## config.mk

```make
export PLATFORM = sky130hd
export DESIGN_NAME = ksa_slice_sequencer
export DESIGN_NICKNAME = d
export VERILOG_FILES = /design/src/rtl/ksa_slice_sequencer.sv
export SDC_FILE = /design/constraint.sdc
export NUM_CORES = 1
export LEC_CHECK = 0
export BUFFER_PORTS_ARGS = -buffer_cell sky130_fd_sc_hd__buf_2
export CORE_MARGIN = 4
export CORE_UTILIZATION = 40
export DETAILED_ROUTE_END_ITERATION = 12
export PLACE_DENSITY = 0.67
export SETUP_SLACK_MARGIN = 0.3
export SYNTH_ARGS = -nofsm -noshare
export SYNTH_HDL_FRONTEND = slang
export SYNTH_SLANG_ARGS = --single-unit
```

## constraint.sdc

```tcl
create_clock -name clk -period 1.6 [get_ports clk]
set_clock_uncertainty 0.1 [all_clocks]
set_input_delay 0.24 -clock clk [delete_from_list [all_inputs] [get_ports clk]]
set_output_delay 0.24 -clock clk [all_outputs]
set_load 0.005 [all_outputs]
```

## src/rtl/ksa_slice_sequencer.sv

```systemverilog
// ksa_slice_sequencer
// Performs a WIDTH-bit addition by walking an external combinational
// SLICE-bit Kogge-Stone slice over the operands, least-significant slice
// first, with the inter-slice carry held in a register.
//
// state | meaning
// ------+---------------------------------------------------------------
// IDLE  | waiting for operands; in_ready high, slice inputs held at zero
// RUN   | one slice per cycle through the external KSA, idx = slice index
// DONE  | result registered, out_valid high until the sink takes it
//
// Accept at edge k gives out_valid after edge k+NSL. The slice inputs are
// forced to zero outside RUN so the external adder does not toggle while
// the sequencer is idle or holding a result.

module ksa_slice_sequencer #(
  parameter int WIDTH = 32,
  parameter int SLICE = 8
) (
  input  logic             clk,
  input  logic             rst_n,
  input  logic             in_valid,
  output logic             in_ready,
  input  logic [WIDTH-1:0] a,
  input  logic [WIDTH-1:0] b,
  input  logic             cin,
  output logic             out_valid,
  input  logic             out_ready,
  output logic [WIDTH-1:0] sum,
  output logic             cout,
  output logic             busy,
  output logic [SLICE-1:0] slice_a,
  output logic [SLICE-1:0] slice_b,
  output logic             slice_cin,
  input  logic [SLICE-1:0] slice_sum,
  input  logic             slice_cout
);

  localparam int NSL = WIDTH / SLICE;
  localparam int IW  = (NSL > 1) ? $clog2(NSL) : 1;
  localparam logic [IW-1:0] LAST_IDX = IW'(NSL - 1);

  typedef enum logic [1:0] {
    IDLE = 2'd0,
    RUN  = 2'd1,
    DONE = 2'd2
  } state_t;

  state_t state;
  state_t state_nx;

  logic [IW-1:0]    idx;
  logic             carry;
  logic [WIDTH-1:0] a_reg;
  logic [WIDTH-1:0] b_reg;
  logic [WIDTH-1:0] sum_reg;
  logic             cout_reg;
  logic             out_valid_reg;

  logic accept;
  logic last_slice;
  logic result_taken;

  assign accept       = (state == IDLE) && in_valid;
  assign last_slice   = (state == RUN) && (idx == LAST_IDX);
  assign result_taken = (state == DONE) && out_ready;

  // State register; reset is synchronous and wins over any pending handshake.
  always_ff @(posedge clk) begin
    if (!rst_n) begin
      state <= IDLE;
    end else begin
      state <= state_nx;
    end
  end

  // Next-state decode.
  always_comb begin
    state_nx = state;
    case (state)
      IDLE: begin
        if (accept) begin
          state_nx = RUN;
        end
      end
      RUN: begin
        if (last_slice) begin
          state_nx = DONE;
        end
      end
      DONE: begin
        if (result_taken) begin
          state_nx = IDLE;
        end
      end
      default: begin
        state_nx = IDLE;
      end
    endcase
  end

  // Operand capture, per-slice result/carry update and result handshake.
  always_ff @(posedge clk) begin
    if (!rst_n) begin
      idx           <= '0;
      carry         <= 1'b0;
      a_reg         <= '0;
      b_reg         <= '0;
      sum_reg       <= '0;
      cout_reg      <= 1'b0;
      out_valid_reg <= 1'b0;
    end else if (accept) begin
      a_reg   <= a;
      b_reg   <= b;
      carry   <= cin;
      idx     <= '0;
      sum_reg <= '0;
    end else if (state == RUN) begin
      for (int i = 0; i < NSL; i++) begin
        if (idx == IW'(i)) begin
          sum_reg[i*SLICE +: SLICE] <= slice_sum;
        end
      end
      carry <= slice_cout;
      if (last_slice) begin
        idx           <= '0;
        cout_reg      <= slice_cout;
        out_valid_reg <= 1'b1;
      end else begin
        idx <= idx + IW'(1);
      end
    end else if (result_taken) begin
      out_valid_reg <= 1'b0;
    end
  end

  // Slice operand mux; inputs stay at zero unless a slice is being computed.
  always_comb begin
    slice_a   = '0;
    slice_b   = '0;
    slice_cin = 1'b0;
    if (state == RUN) begin
      slice_cin = carry;
      for (int i = 0; i < NSL; i++) begin
        if (idx == IW'(i)) begin
          slice_a = a_reg[i*SLICE +: SLICE];
          slice_b = b_reg[i*SLICE +: SLICE];
        end
      end
    end
  end

  assign in_ready  = (state == IDLE);
  assign busy      = (state != IDLE);
  assign out_valid = out_valid_reg;
  assign sum       = sum_reg;
  assign cout      = cout_reg;

endmodule

```

==> results.md, run 1 <==
- The detailed-route vias per instance is 5.40.
- The net count after synthesis is 628.
- Once routing completed, OpenROAD measured the worst setup slack at -667 ps.
- The CTS buffer count is 9.
- The net count of the finished layout is 844.
- In the post-synthesis netlist, the biggest area contributors are sky130_fd_sc_hd__dfxtp_1 46%, sky130_fd_sc_hd__nand2_1 14%, sky130_fd_sc_hd__a21boi_1 5.7%.
- The end-of-flow core utilization is 0.700.
- After detailed routing, the wire length on met1 is about 6.3 mm.
- The clock tree synthesis step divided the H-tree into 3 levels.
- Of all nets on the critical path, the largest fanout is 6.
- Clock latency on the worst-skew pair, taken at its later pin, is approximately 380 ps.
- The cell taking the most area after synthesis is sky130_fd_sc_hd__dfxtp_1.
- The remaining design rule violation count is 0.
- Entering global routing, the biggest net connects 47 pins.
- The worst setup path is captured at an output pin.
- The worst-case vdd ir drop is 497 uV.
- The tree built by TritonCTS fans out to 103 sinks.
- The smallest clock period supported by the final layout is computed as 2270 ps.
- The async set or reset register ratio after synthesis is 0.
- The mean post-synth cell area is a little over 8 um^2.
- The number of global-route vias before repair is 4952.
- Setup repair after global routing could not meet its margin everywhere.
- Registers take 2070 um^2.
- The final hold violation count was 2.
- The highest cell delay on the worst timing path is 380 ps.
- The fraction of layout instances using a drive strength above 1 is 0.498.
- Max-cap violations in this run came to 0.
- Yosys mapped a number of flops with a built-in enable equal to 0.
- The final routed wirelength across all metal layers is approximately 17 mm.
- The antenna diode instance count is 0.
- The class of the most critical setup path is reg -> out.
- The total power draw is 0.00578 W.
- The floorplan step defined a core boundary enclosing 10900 um^2.
- The run finished, with violations left.
- For this design, the slowest cell found on the critical path is sky130_fd_sc_hd__dfxtp_4.
- The starting DRC count in detailed routing is 401.
- Synthesis handed over a netlist of between 500 and 600 instances.
- The total leakage power is 3.20 nW.
- The portion of total power attributed to the clock network is 0.285.
- Synthesis inferred 103 register bits.
- The synthesized area is ~4500 um^2.
- Adding up every negative setup slack in the final design gives -41920 ps.
- In this design, the critical path's most frequently occurring cell is sky130_fd_sc_hd__buf_12.
- The max-slew violation count was 0.
- Once detailed placement completed, the half-perimeter wirelength came to 9.30 mm.
- The congestion estimate from routability-driven global placement came to 0.809.
- The first global-routing pass estimated 24.8 mm of wire.
- The vertical extent of the die is 114 um.
- The share of total power dissipated in combinational logic is 0.236.
- The data required time of the worst path is 1260 ps.
- For this run, the total global-route usage over all layers was measured as 0.247.
- The cell with the most instances after synthesis is sky130_fd_sc_hd__nand2_1.
- Traced cell by cell, the critical path runs through inv_4 -> ha_4 -> nor2b_4 -> buf_12 -> buf_12 -> a221oi_2 -> o41ai_2 -> buf_2.
- The initial antenna violation count is 0.
- Of the total power, the share spent switching nets is 0.297.
- The share of total power dissipated in sequential elements is 0.479.
- The standard-cell row count is 38.
- The root buffer cell is sky130_fd_sc_hd__clkbuf_8.
- The worst endpoint data arrival time is between 1500 and 2000 ps.
- For this run, the top clock speed supported by timing is between 400 and 500 MHz.
- STA classifies the critical path startpoint as a register.
- The final route contains ~4.9k vias.
- For the pin with the worst max-slew slack, the measured transition is 364 ps.
- The floorplan die width is 114 um.
- The count of input and output buffers is 130.
- The share of the Yosys chip area taken by registers is 0.463.
- The checks that failed: negative hold slack, negative setup slack.
- TritonCTS built the clock tree.
- The starting utilization of the core area is 0.409.
- The area share of the largest cell type after synthesis is 0.463.
- The met3 layer wire length in the routed design is about 960 um.
- The dominant register cell in the synthesized netlist is sky130_fd_sc_hd__dfxtp_1.
- The worst slew slack as a fraction of its limit is 0.755.
- The total overflow left after global routing is 0.
- ~130 I/O pins were placed.
- The warning count from the yosys run is 0.
- The detailed-routed wire length on met2 is 8.70 mm.
- The synthesized netlist contains 27 unique library cells.
- In this run the power spent charging and discharging nets is roughly 0.0017 W.
- Once detail routing completed, the nets flagged for antenna violations numbered 0.
- The internal power of the cells totals 0.00406 W.
- The number of buffers between clock root and the deepest sink is 2.
- The first TritonRoute pass finished after 6 iterations.
- The class of the worst hold path is in -> reg.
- After filler insertion, the fill cell instance count of the layout stands at 746.
- The area of the multi-input gates is just under 3000 um^2.
- The growth of design area from synthesis to finish is 71.2%.
- The power density normalized to cell area is roughly 760 nW/um^2.
- The portion of the clock cycle consumed by the worst path in the final layout is 1.42.
- Setup violations remaining at the end of the flow were counted as 120.
- By count the netlist is led by 168 x sky130_fd_sc_hd__nand2_1, 103 x sky130_fd_sc_hd__dfxtp_1, 49 x sky130_fd_sc_hd__nand3_1.
- Hold timing on the final database bottoms out at a slack of -1.42 ps.
- The CTS clock-pin slew for the worst setup and hold paths is 100 ps.
- After detailed routing, the average wire length per cell comes to 18.3 um.
- The floorplan die area is 12900 um^2.
- The top routing layer in use is met4.
## path summary, 6_finish.rpt
path | from | end | slack [ps] | cells past startpoint
setup / recovery | idx[0] | slice_b[1] | -670 | 8
hold / removal | b[26] | b_reg[26] | -1 | 3
setup reg to reg | state[0] | b_reg[15] | -440 | 11
hold reg to reg | sum[25] | sum[25] | 360 | 2
## kinds of logic after synthesis
logic type      Yosys count  share of synthesized area
buf+inv                  53                     0.0629
simple gates            249                      0.244
fa+ha+maj                 4                     0.0112
compound gates          137                      0.219
flops                   103                      0.463
## placed cells by master, fill, tap and decap left out, drive strengths merged, types with 2 or more instances in the layout
| master | synthesis | layout |
|---|---|---|
| dlygate4sd3 | 0 | 46 |
| buf | 31 | 208 |
| clkinv | 0 | 3 |
| ha | 4 | 4 |
| nor2 | 2 | 2 |
| o21ai | 2 | 2 |
| dfxtp | 103 | 103 |
| a21boi | 66 | 66 |
| clkbuf | 19 | 12 |
| and2 | 3 | 3 |
| nand2 | 168 | 168 |
| o41ai | 16 | 16 |
| a221oi | 16 | 16 |
| nand3b | 4 | 4 |
| nor2b | 18 | 18 |
| inv | 3 | 5 |
| nand2b | 2 | 2 |
| nand3 | 49 | 49 |
| a21oi | 35 | 35 |
## per-layer routing
metal  GRT usage  vias up
li1            -     2303
met1       0.272     2381
met2       0.442      173
met3      0.0626       45
met4       0.118        0
met5           0        -
## power by group through the flow
stage	logic [W]	registers, W	clock network, W
floorplan	0.000510	0.00279	0
global placement	0.000740	0.00281	0
detailed placement	0.000758	0.00282	0
CTS	0.00123	0.00277	0.00165
global route	0.00145	0.00278	0.00174
finish	0.00137	0.00277	0.00165
## area by class of cell
| type | instances | share of cell area |
|---|---|---|
| sequential | 103 | 0.272 |
| inverter | 3 | 0.00180 |
| clock buffer | 11 | 0.0199 |
| clock inverter | 5 | 0.00525 |
| multi-input combinational | 390 | 0.384 |
| timing repair buffer | 255 | 0.295 |
| tap | 140 | 0.0230 |
## worst max-delay path: cells and delay by family (launching register included)
kind / cells / cell delay [ps]
fa+ha+maj: 1 / 130
flops: 1 / 380
simple gates: 1 / 150
buf+inv: 4 / 520
compound gates: 2 / 370
## stage by stage
| stage | cell area (um^2) | std cells | setup WS, ps |
|---|---|---|---|
| 6_report | 7630 | 907 | -667 |
| 5_1_grt | 7630 | 907 | -715 |
| 4_1_cts | 7220 | 898 | -650 |
| 3_5_place_dp | 5640 | 803 | -251 |
| 3_3_place_gp | 5640 | 803 | -195 |
| 2_1_floorplan | 4790 | 546 | -94.2 |
## what timing repair did
item,in CTS,in global routing
hold endpoints to repair,44,2
endpoints found under the setup margin,122,122
hold buffers,44,2
gates resized for setup,149,78
gates cloned,11,1
buffers inserted,24,6
pin swaps,82,11
No activity file was read; power rests on OpenSTA's default activity.
==> run 2: changes to the inputs <==
--- a/config.mk
+++ b/config.mk
@@ -5,11 +5,12 @@
 export SDC_FILE = /design/constraint.sdc
 export NUM_CORES = 1
 export LEC_CHECK = 0
+export ABC_AREA = 1
 export BUFFER_PORTS_ARGS = -buffer_cell sky130_fd_sc_hd__buf_2
 export CORE_MARGIN = 4
 export CORE_UTILIZATION = 40
 export DETAILED_ROUTE_END_ITERATION = 12
-export PLACE_DENSITY = 0.67
+export PLACE_DENSITY_LB_ADDON = 0.05
 export SETUP_SLACK_MARGIN = 0.3
 export SYNTH_ARGS = -nofsm -noshare
 export SYNTH_HDL_FRONTEND = slang
==> results.md, run 2 <==
- The run finished, with violations left.
- The final reports fail on negative setup slack.
- The residual antenna-violating net count after detailed routing is 0 (unchanged).
- The endpoint class of the critical path is an output pin.
- The setup TNS is -5740 ps (+36180 ps).
- The worst register-to-register path ends at b_reg[29].
- The total leakage power is 3.56 nW (+11%).
- The warning count from the yosys run is 0 (unchanged).
- The final setup violation count is 29 (-76%).
- Leaving out fill and tap cells, the most frequent cells in the layout are 162 x sky130_fd_sc_hd__nand2_1, 129 x sky130_fd_sc_hd__buf_2, 126 x sky130_fd_sc_hd__nor2_1.
- The sequential element share of the synthesized area was 0.430 (-0.0325).
- The class of the most critical setup path is reg -> out.
- Setup repair after global routing could not meet its margin everywhere.
- The number of buffers inserted for hold repair after clock tree synthesis is 0 (-100%).
- The maximum level of the CTS H-tree came to 3 (unchanged).
- The total routing resource utilization after global routing is 0.259 (+0.0122).
- The starting DRC count in detailed routing was 408 (+1.7%).
- The routed length per placed instance is 18.4 um (+0.80%).
- The most common cell after layout, fill and taps aside is sky130_fd_sc_hd__nand2_1.
- The pin count of the biggest net entering global routing is 44 (-6.4%).
- The placer's final routability congestion estimate was 0.824 (+2.0%).
- The highest fanout seen on the critical path is 7 (+1).
- The global-route wire length before repair is 28.5 mm (+15%).
- The highest cell delay on the worst timing path is 400 ps (+20 ps).
- The cell with the most instances after synthesis is sky130_fd_sc_hd__nand2_1.
- The mean post-synth cell area came to 6.97 um^2 (-15%).
- The growth of design area from synthesis to finish is 63.5%.
- The floorplan die width is 117 um (+3.4%).
- The cell taking the most area after synthesis is sky130_fd_sc_hd__dfxtp_1.
- The kind of start point of the critical path is a register.
- The final hold violation count is 0 (-2).
- The register bit count reported by yosys is 103 (unchanged).
- The met3 layer usage reported by global route is 0.0567 (-0.00590).
- The top achievable clock speed is 508 MHz (+15%).
- In this run the most critical hold path is launched from slice_cout.
- The vertical extent of the die was 117 um (+3.4%).
- The portion of the clock cycle consumed by the worst path in the final layout is 1.23 (-0.187).
- The instance count of the mapped netlist came to 688 (+26%).
- In the synthesized netlist, the cells that appear most often are 171 x sky130_fd_sc_hd__nand2_1, 166 x sky130_fd_sc_hd__nor2_1, 103 x sky130_fd_sc_hd__dfxtp_1.
- The number of top-level pins is 131 (unchanged).
- The number of nets in the layout is 950 (+13%).
- The remaining design rule violation count is 0 (unchanged).
- The antenna diode instance count is 0 (unchanged).
- The met1 capacity usage during global routing was 0.314 (+0.0420).
- The root buffer cell is sky130_fd_sc_hd__clkbuf_16.
- The data required time of the worst path came to 1260 ps (about the same).
- The clock sink count was 103 (unchanged).
- The final routed wirelength across all metal layers is 18.7 mm (+13%).
- The TritonCTS clock tree is built.
- The HPWL after detailed placement came to 9.88 mm (+6.3%).
- The largest individual stage delay along the critical path comes from the cell sky130_fd_sc_hd__dfxtp_4.
- The worst-case vdd ir drop is 546 uV (+9.8%).
- The starting utilization of the core area is 0.414 (+0.00515).
- The final worst slack came to -369 ps (+299 ps).
- The async set or reset register ratio after synthesis is 0 (unchanged).
- The busiest metal layer after global routing is met2.
- Yosys attributes the largest share of cell area to sky130_fd_sc_hd__dfxtp_1 43%, sky130_fd_sc_hd__nand2_1 13%, sky130_fd_sc_hd__nor2_1 13%.
- The worst reg-to-reg setup slack came to -50 ps (+390 ps).
- Among all flip-flop cells after synthesis, the most frequent one is sky130_fd_sc_hd__dfxtp_1.
- The worst-margin pin slew is 383 ps (+19.1 ps).
- The worst endpoint data arrival time came to 1630 ps (-300 ps).
- The number of iterations in the first detailed-routing pass is 5 (-1).
- The standard-cell row count came to 39 (+2.6%).
- The cell class contributing the biggest share of worst-path delay is flip-flops.
- The max-cap violation count came to 0 (unchanged).
- The path with the worst hold slack has its endpoint at cout.
- The worst hold path cell count was 3 (unchanged).
- The fraction of layout instances using a drive strength above 1 is 0.415 (-0.0834).
- The CTS clock-pin slew for the worst setup and hold paths came to 70 ps (-30 ps).
- The count of input and output buffers is 130 (unchanged).
- The global-route congestion overflow total was 0 (unchanged).
- The worst-case reg-to-reg path depth is 10 (-1).
- The power density normalized to cell area came to 888 nW/um^2 (+17%).
- The synthesized area is 4790 um^2 (+7.6%).
- The max-slew violation count is 0 (unchanged).
- Walking the worst path, the cells encountered are inv_4 -> ha_4 -> buf_12 -> a21oi_4 -> nand2_1 -> nand2_1 -> nand2_1 -> buf_2.
- The count of flip-flops with a built-in enable after synthesis was 0 (unchanged).
- The number of global-route vias before repair is 5308 (+7.2%).
- The combined buffer and inverter count along the critical path came to 3 (-1).
- The met2 layer usage reported by global route was 0.457 (+0.0157).
- The number of inserted filler cells in the final layout is 912 (+22%).
- The cell that appears most often on the critical path is sky130_fd_sc_hd__nand2_1.
- The reg-to-reg startpoint is state[0].
- The number of buffers between clock root and the deepest sink is 2 (unchanged).
- The worst hold path belongs to the class in -> reg.
- The detailed-route vias per instance was 5.37 (-0.68%).
- The area share of the largest cell type after synthesis is 0.430 (-0.0325).
- The net count after synthesis is 770 (+23%).
- The floorplan die area came to 13800 um^2 (+7.0%).
- The initial antenna violation count is 0 (unchanged).
- The worst-skew pair later-pin latency came to 350 ps (-30 ps).
- The standard cell core area was 11600 um^2 (+6.2%).
- The number of vias after detailed routing was 5454 (+11%).
- The worst hold margin is 46.1 ps (+47.5 ps).
- The worst slew slack as a fraction of its limit is 0.745 (-0.0101).
- The post-synthesis cell type count came to 17 (-37%).
- The minimum period implied by the final worst setup slack is 1970 ps (-299 ps).
- The CTS buffer count is 9 (unchanged).
run 2: changes by cell type after synthesis, sizes merged, moves of 12 or more:
| cell | delta |
|---|---|
| o41ai | -16 |
| clkbuf | -12 |
| nand3 | -24 |
| a221oi | -16 |
| a21oi | +18 |
| nand4 | +31 |
| nand3b | +62 |
| buf | +16 |
| nor2 | +165 |
| nor2b | -18 |
| a21boi | -66 |
run 2: worst register-to-register path, cell delays in order (launching register included):
cell and delay [ps]:
sky130_fd_sc_hd__dfxtp_4 390, sky130_fd_sc_hd__buf_6 130, sky130_fd_sc_hd__nor2_4 150, sky130_fd_sc_hd__buf_6 130, sky130_fd_sc_hd__buf_12 110, sky130_fd_sc_hd__buf_6 100, sky130_fd_sc_hd__buf_12 100, sky130_fd_sc_hd__buf_16 120
sky130_fd_sc_hd__nand3b_1 80, sky130_fd_sc_hd__nand2_1 80, sky130_fd_sc_hd__nor2_1 40
run 2: report_power, final:
| part | internal (W) | total (W) | switching (W) |
|---|---|---|---|
| logic | 0.000864 | 0.00166 | 0.000795 |
| registers | 0.00272 | 0.00286 | 0.000140 |
| clock network | 0.00143 | 0.00244 | 0.00101 |
run 2: layout make-up:
cell class | instances | area, um^2 | share of cell area
inverters | 13 | 101 | 0.0129
repair buffers | 222 | 2150 | 0.274
multi-input cells | 519 | 3000 | 0.383
clock buffers | 10 | 239 | 0.0305
clock inverters | 6 | 91.3 | 0.0117
flip-flops and latches | 103 | 2070 | 0.265
well taps | 143 | 179 | 0.0228
run 2: cell families (layout without fill, tap and decap cells):
group / count (synthesis) / in the layout / synth area share
flip-flops: 103 / 103 / 0.430
AND/OR/NAND/NOR: 460 / 461 / 0.436
buffers and inverters: 67 / 251 / 0.0666
adder cells (fa/ha/maj): 4 / 4 / 0.0104
AO/OA/AOI/OAI: 54 / 54 / 0.0564
run 2: metrics by stage:
stage	setup WS [ps]	total power [W]	instance area (um^2)	util	std cells
floorplan	162	0.00346	4990	-	688
global placement	-4.07	0.00376	5750	0.497	934
detailed placement	-32.8	0.00378	5750	0.497	934
CTS	-340	0.00685	7500	0.649	1001
global route	-431	0.00723	7840	0.677	1016
finish	-369	0.00696	7840	0.677	1016
run 2: worst max path at each step:
stage | start | endpoint | slack (ps) | cells after the start
after global routing | idx[1] | slice_a[1] | -430 | 8
final | idx[1] | slice_a[1] | -370 | 8
after detailed placement | idx[0] | slice_b[5] | -30 | 8
after floorplan | idx[1] | slice_a[2] | 160 | 8
after global placement | idx[0] | slice_a[7] | -4 | 8
after CTS | idx[1] | slice_a[2] | -340 | 8
run 2: per-layer routing:
layer | share of wire | vias up | routed length, um
met3 | 0.066 | 35 | 1240
met5 | 0 | - | 0
met4 | 0.030 | 0 | 552
met1 | 0.40 | 2562 | 7440
li1 | - | 2614 | -
met2 | 0.51 | 243 | 9470
run 2: timing repair:
action	4_1_cts	5_1_grt
resized for setup	167	46
setup buffers	29	14
endpoints found under the setup margin	119	120
cloned	22	1
pin swaps	67	34
==> run 3: changes to the inputs <==
--- a/config.mk
+++ b/config.mk
@@ -5,7 +5,7 @@
 export SDC_FILE = /design/constraint.sdc
 export NUM_CORES = 1
 export LEC_CHECK = 0
-export ABC_AREA = 1
+export ABC_AREA = 0
 export BUFFER_PORTS_ARGS = -buffer_cell sky130_fd_sc_hd__buf_2
 export CORE_MARGIN = 4
 export CORE_UTILIZATION = 40
==> results.md, run 3 (same netlist as run 1, synthesis figures left out) <==
- The number of buffers between clock root and the deepest sink is 2 (unchanged).
- The max-slew violation count is 0 (unchanged).
- The routed length per placed instance is 17.8 um (-3.3%).
- The worst reg-to-reg setup slack is -330 ps (-280 ps).
- The final reports fail on negative setup slack.
- The HPWL after detailed placement is 9.66 mm (-2.3%).
- The reg-to-reg startpoint is idx[1].
- The power density normalized to cell area is 729 nW/um^2 (-18%).
- The data required time of the worst path is 1260 ps (about the same).
- The floorplan die area is 12900 um^2 (-6.6%).
- The CTS buffer count is 9 (unchanged).
- The starting DRC count in detailed routing is 285 (-30%).
- The number of top-level pins is 131 (unchanged).
- The count of input and output buffers was 130 (unchanged).
- The standard cell core area came to 10900 um^2 (-5.9%).
- The starting utilization of the core area came to 0.409 (-0.00515).
- The placer's final routability congestion estimate is 0.863 (+4.7%).
- The portion of the clock cycle consumed by the worst path in the final layout is 1.42 (+0.193).
- The worst-case reg-to-reg path depth is 11 (+1).
- The worst-skew pair later-pin latency is 370 ps (+20 ps).
- The number of nets in the layout is 865 (-8.9%).
- The clock sink count was 103 (unchanged).
- The max-cap violation count came to 0 (unchanged).
- The final routed wirelength across all metal layers is 16.5 mm (-12%).
- The setup TNS is -14450 ps (-8710 ps).
- The CTS clock-pin slew for the worst setup and hold paths is 110 ps (+40 ps).
- The floorplan die width is 114 um (-3.3%).
- The antenna diode instance count was 0 (unchanged).
- In the layout the commonest cells are 129 x sky130_fd_sc_hd__buf_2, 106 x sky130_fd_sc_hd__nand2_1, 98 x sky130_fd_sc_hd__dfxtp_1.
- The top achievable clock speed is 439 MHz (-14%).
- In this design, the largest share of critical-path delay is due to buffers and inverters.
- The TritonCTS clock tree is built.
- The standard-cell row count is 38 (-2.6%).
- The critical path ends at slice_b[1].
- The fraction of layout instances using a drive strength above 1 is 0.504 (+0.0891).
- By startpoint and endpoint, the worst setup path is classified as reg -> out.
- The number of non-filler instances in the completed layout came to 928 (-8.7%).
- The most common cell after layout, fill and taps aside is sky130_fd_sc_hd__buf_2.
- The maximum level of the CTS H-tree came to 3 (unchanged).
- The number of global-route vias before repair was 4782 (-9.9%).
- The residual antenna-violating net count after detailed routing is 0 (unchanged).
- The worst slew slack as a fraction of its limit is 0.739 (-0.00593).
- Compared with the post-synthesis result, the final layout area differs by 79.8%.
- The detailed-route vias per instance is 5.28 (-1.6%).
- The total power draw was 0.00584 W (-16%).
- The number of vias after detailed routing is 4904 (-10%).
- Setup repair after global routing could not meet its margin everywhere.
- The combined buffer and inverter count along the critical path came to 4 (+1).
- The endpoint identified for the worst register-to-register timing path is sum[12].
- The total routing resource utilization after global routing was 0.250 (-0.00953).
- The root buffer cell is sky130_fd_sc_hd__clkbuf_8.
- STA classifies the critical path endpoint as an output pin.
- The remaining design rule violation count is 0 (unchanged).
- The minimum period implied by the final worst setup slack is 2280 ps (+309 ps).
- The end-of-flow core utilization is 0.736 (+0.0584).
- The library cell contributing the largest single delay on the critical path is sky130_fd_sc_hd__dfxtp_4.
- The worst-margin pin slew is 392 ps (+8.90 ps).
- The total leakage power was 3.40 nW (-4.6%).
- In this run the worst setup path begins at idx[0].
- The total placed cells including tap cells came to 803 (-14%).
- The highest fanout seen on the critical path is 5 (-2).
- The worst-case vdd ir drop is 399 uV (-27%).
- The vertical extent of the die is 114 um (-3.3%).
- The worst endpoint data arrival time is 1940 ps (+310 ps).
- The kind of start point of the critical path is a register.
- The cell count along the critical path is 8 (unchanged).
- Traced cell by cell, the critical path runs through inv_4 -> ha_4 -> nor2b_4 -> clkbuf_16 -> buf_12 -> a221oi_2 -> o41ai_2 -> buf_2.
- The global-route congestion overflow total is 0 (unchanged).
- The global-route wire length before repair is 25.3 mm (-11%).
- The path class of the tightest hold or removal check is in -> reg.
- The flow ran to the end, but the final reports show violations.
- The final hold violation count is 0 (unchanged).
- The number of iterations in the first detailed-routing pass was 4 (-1).
- The final worst slack is -678 ps (-309 ps).
- The highest cell delay on the worst timing path is 380 ps (-20 ps).
- The final setup violation count was 67 (+130%).
- The pin count of the biggest net entering global routing is 31 (-30%).
- The initial antenna violation count is 0 (unchanged).
==> run 3: metrics by stage <==
stage	hold WS [ps]	setup WS [ps]	instance area (um^2)
6_report	9.34	-678	8010
5_1_grt	-0.259	-740	8010
4_1_cts	0.707	-638	7590
3_5_place_dp	345	-219	5700
3_3_place_gp	339	-181	5700
2_1_floorplan	275	-94.2	4790
==> run 3: what timing repair did <==
item | in CTS | in global routing
hold buffers | 49 | 0
setup buffers | 36 | 7
endpoints found under the setup margin | 122 | 123
pin swaps | 62 | 41
cloned | 17 | 0
hold endpoints to repair | 49 | 0
gates resized for setup | 153 | 94
==> run 3: worst register-to-register path, delay by kind of cell, from the launching register on <==
kind / cells / cell delay, ps
AO/OA/AOI/OAI: 1 / 150
adder cells (fa/ha/maj): 1 / 170
buffers and inverters: 7 / 830
flip-flops: 1 / 360
AND/OR/NAND/NOR: 2 / 220
==> run 3: power by group <==
part           leakage, nW  switching [W]  internal, W
clock               0.0918       0.000927     0.000602
sequential           0.844      0.0000924      0.00268
combinational         2.46       0.000681     0.000862
==> run 3: cell type report <==
type                            count  area, um^2
Inverter                            3        16.3
Tap cell                          140         175
Timing Repair Buffer              275        2660
Fill cell                         780        2880
Multi-Input combinational cell    391        2920
Sequential cell                   103        2070
Clock buffer                       10         138
Clock inverter                      6        36.3
==> run 3: layer usage <==
| metal | GRT usage | share of wire | vias to the layer above |
|---|---|---|---|
| met5 | 0 | 0 | - |
| met4 | 0.103 | 0.035 | 0 |
| met3 | 0.0414 | 0.049 | 46 |
| met2 | 0.440 | 0.52 | 179 |
| met1 | 0.301 | 0.40 | 2325 |
| li1 | - | - | 2354 |
==> run 3: worst min-delay path by stage <==
stage	startpoint	to	cells past startpoint	slack [ps]
floorplan	a[15]	a_reg[15]	2	270
global placement	sum[3]	sum[3]	2	340
detailed placement	sum[22]	sum[22]	2	350
CTS	b[2]	b_reg[2]	3	0.7
global route	b[25]	b_reg[25]	3	-0.3
finish	b[25]	b_reg[25]	3	9
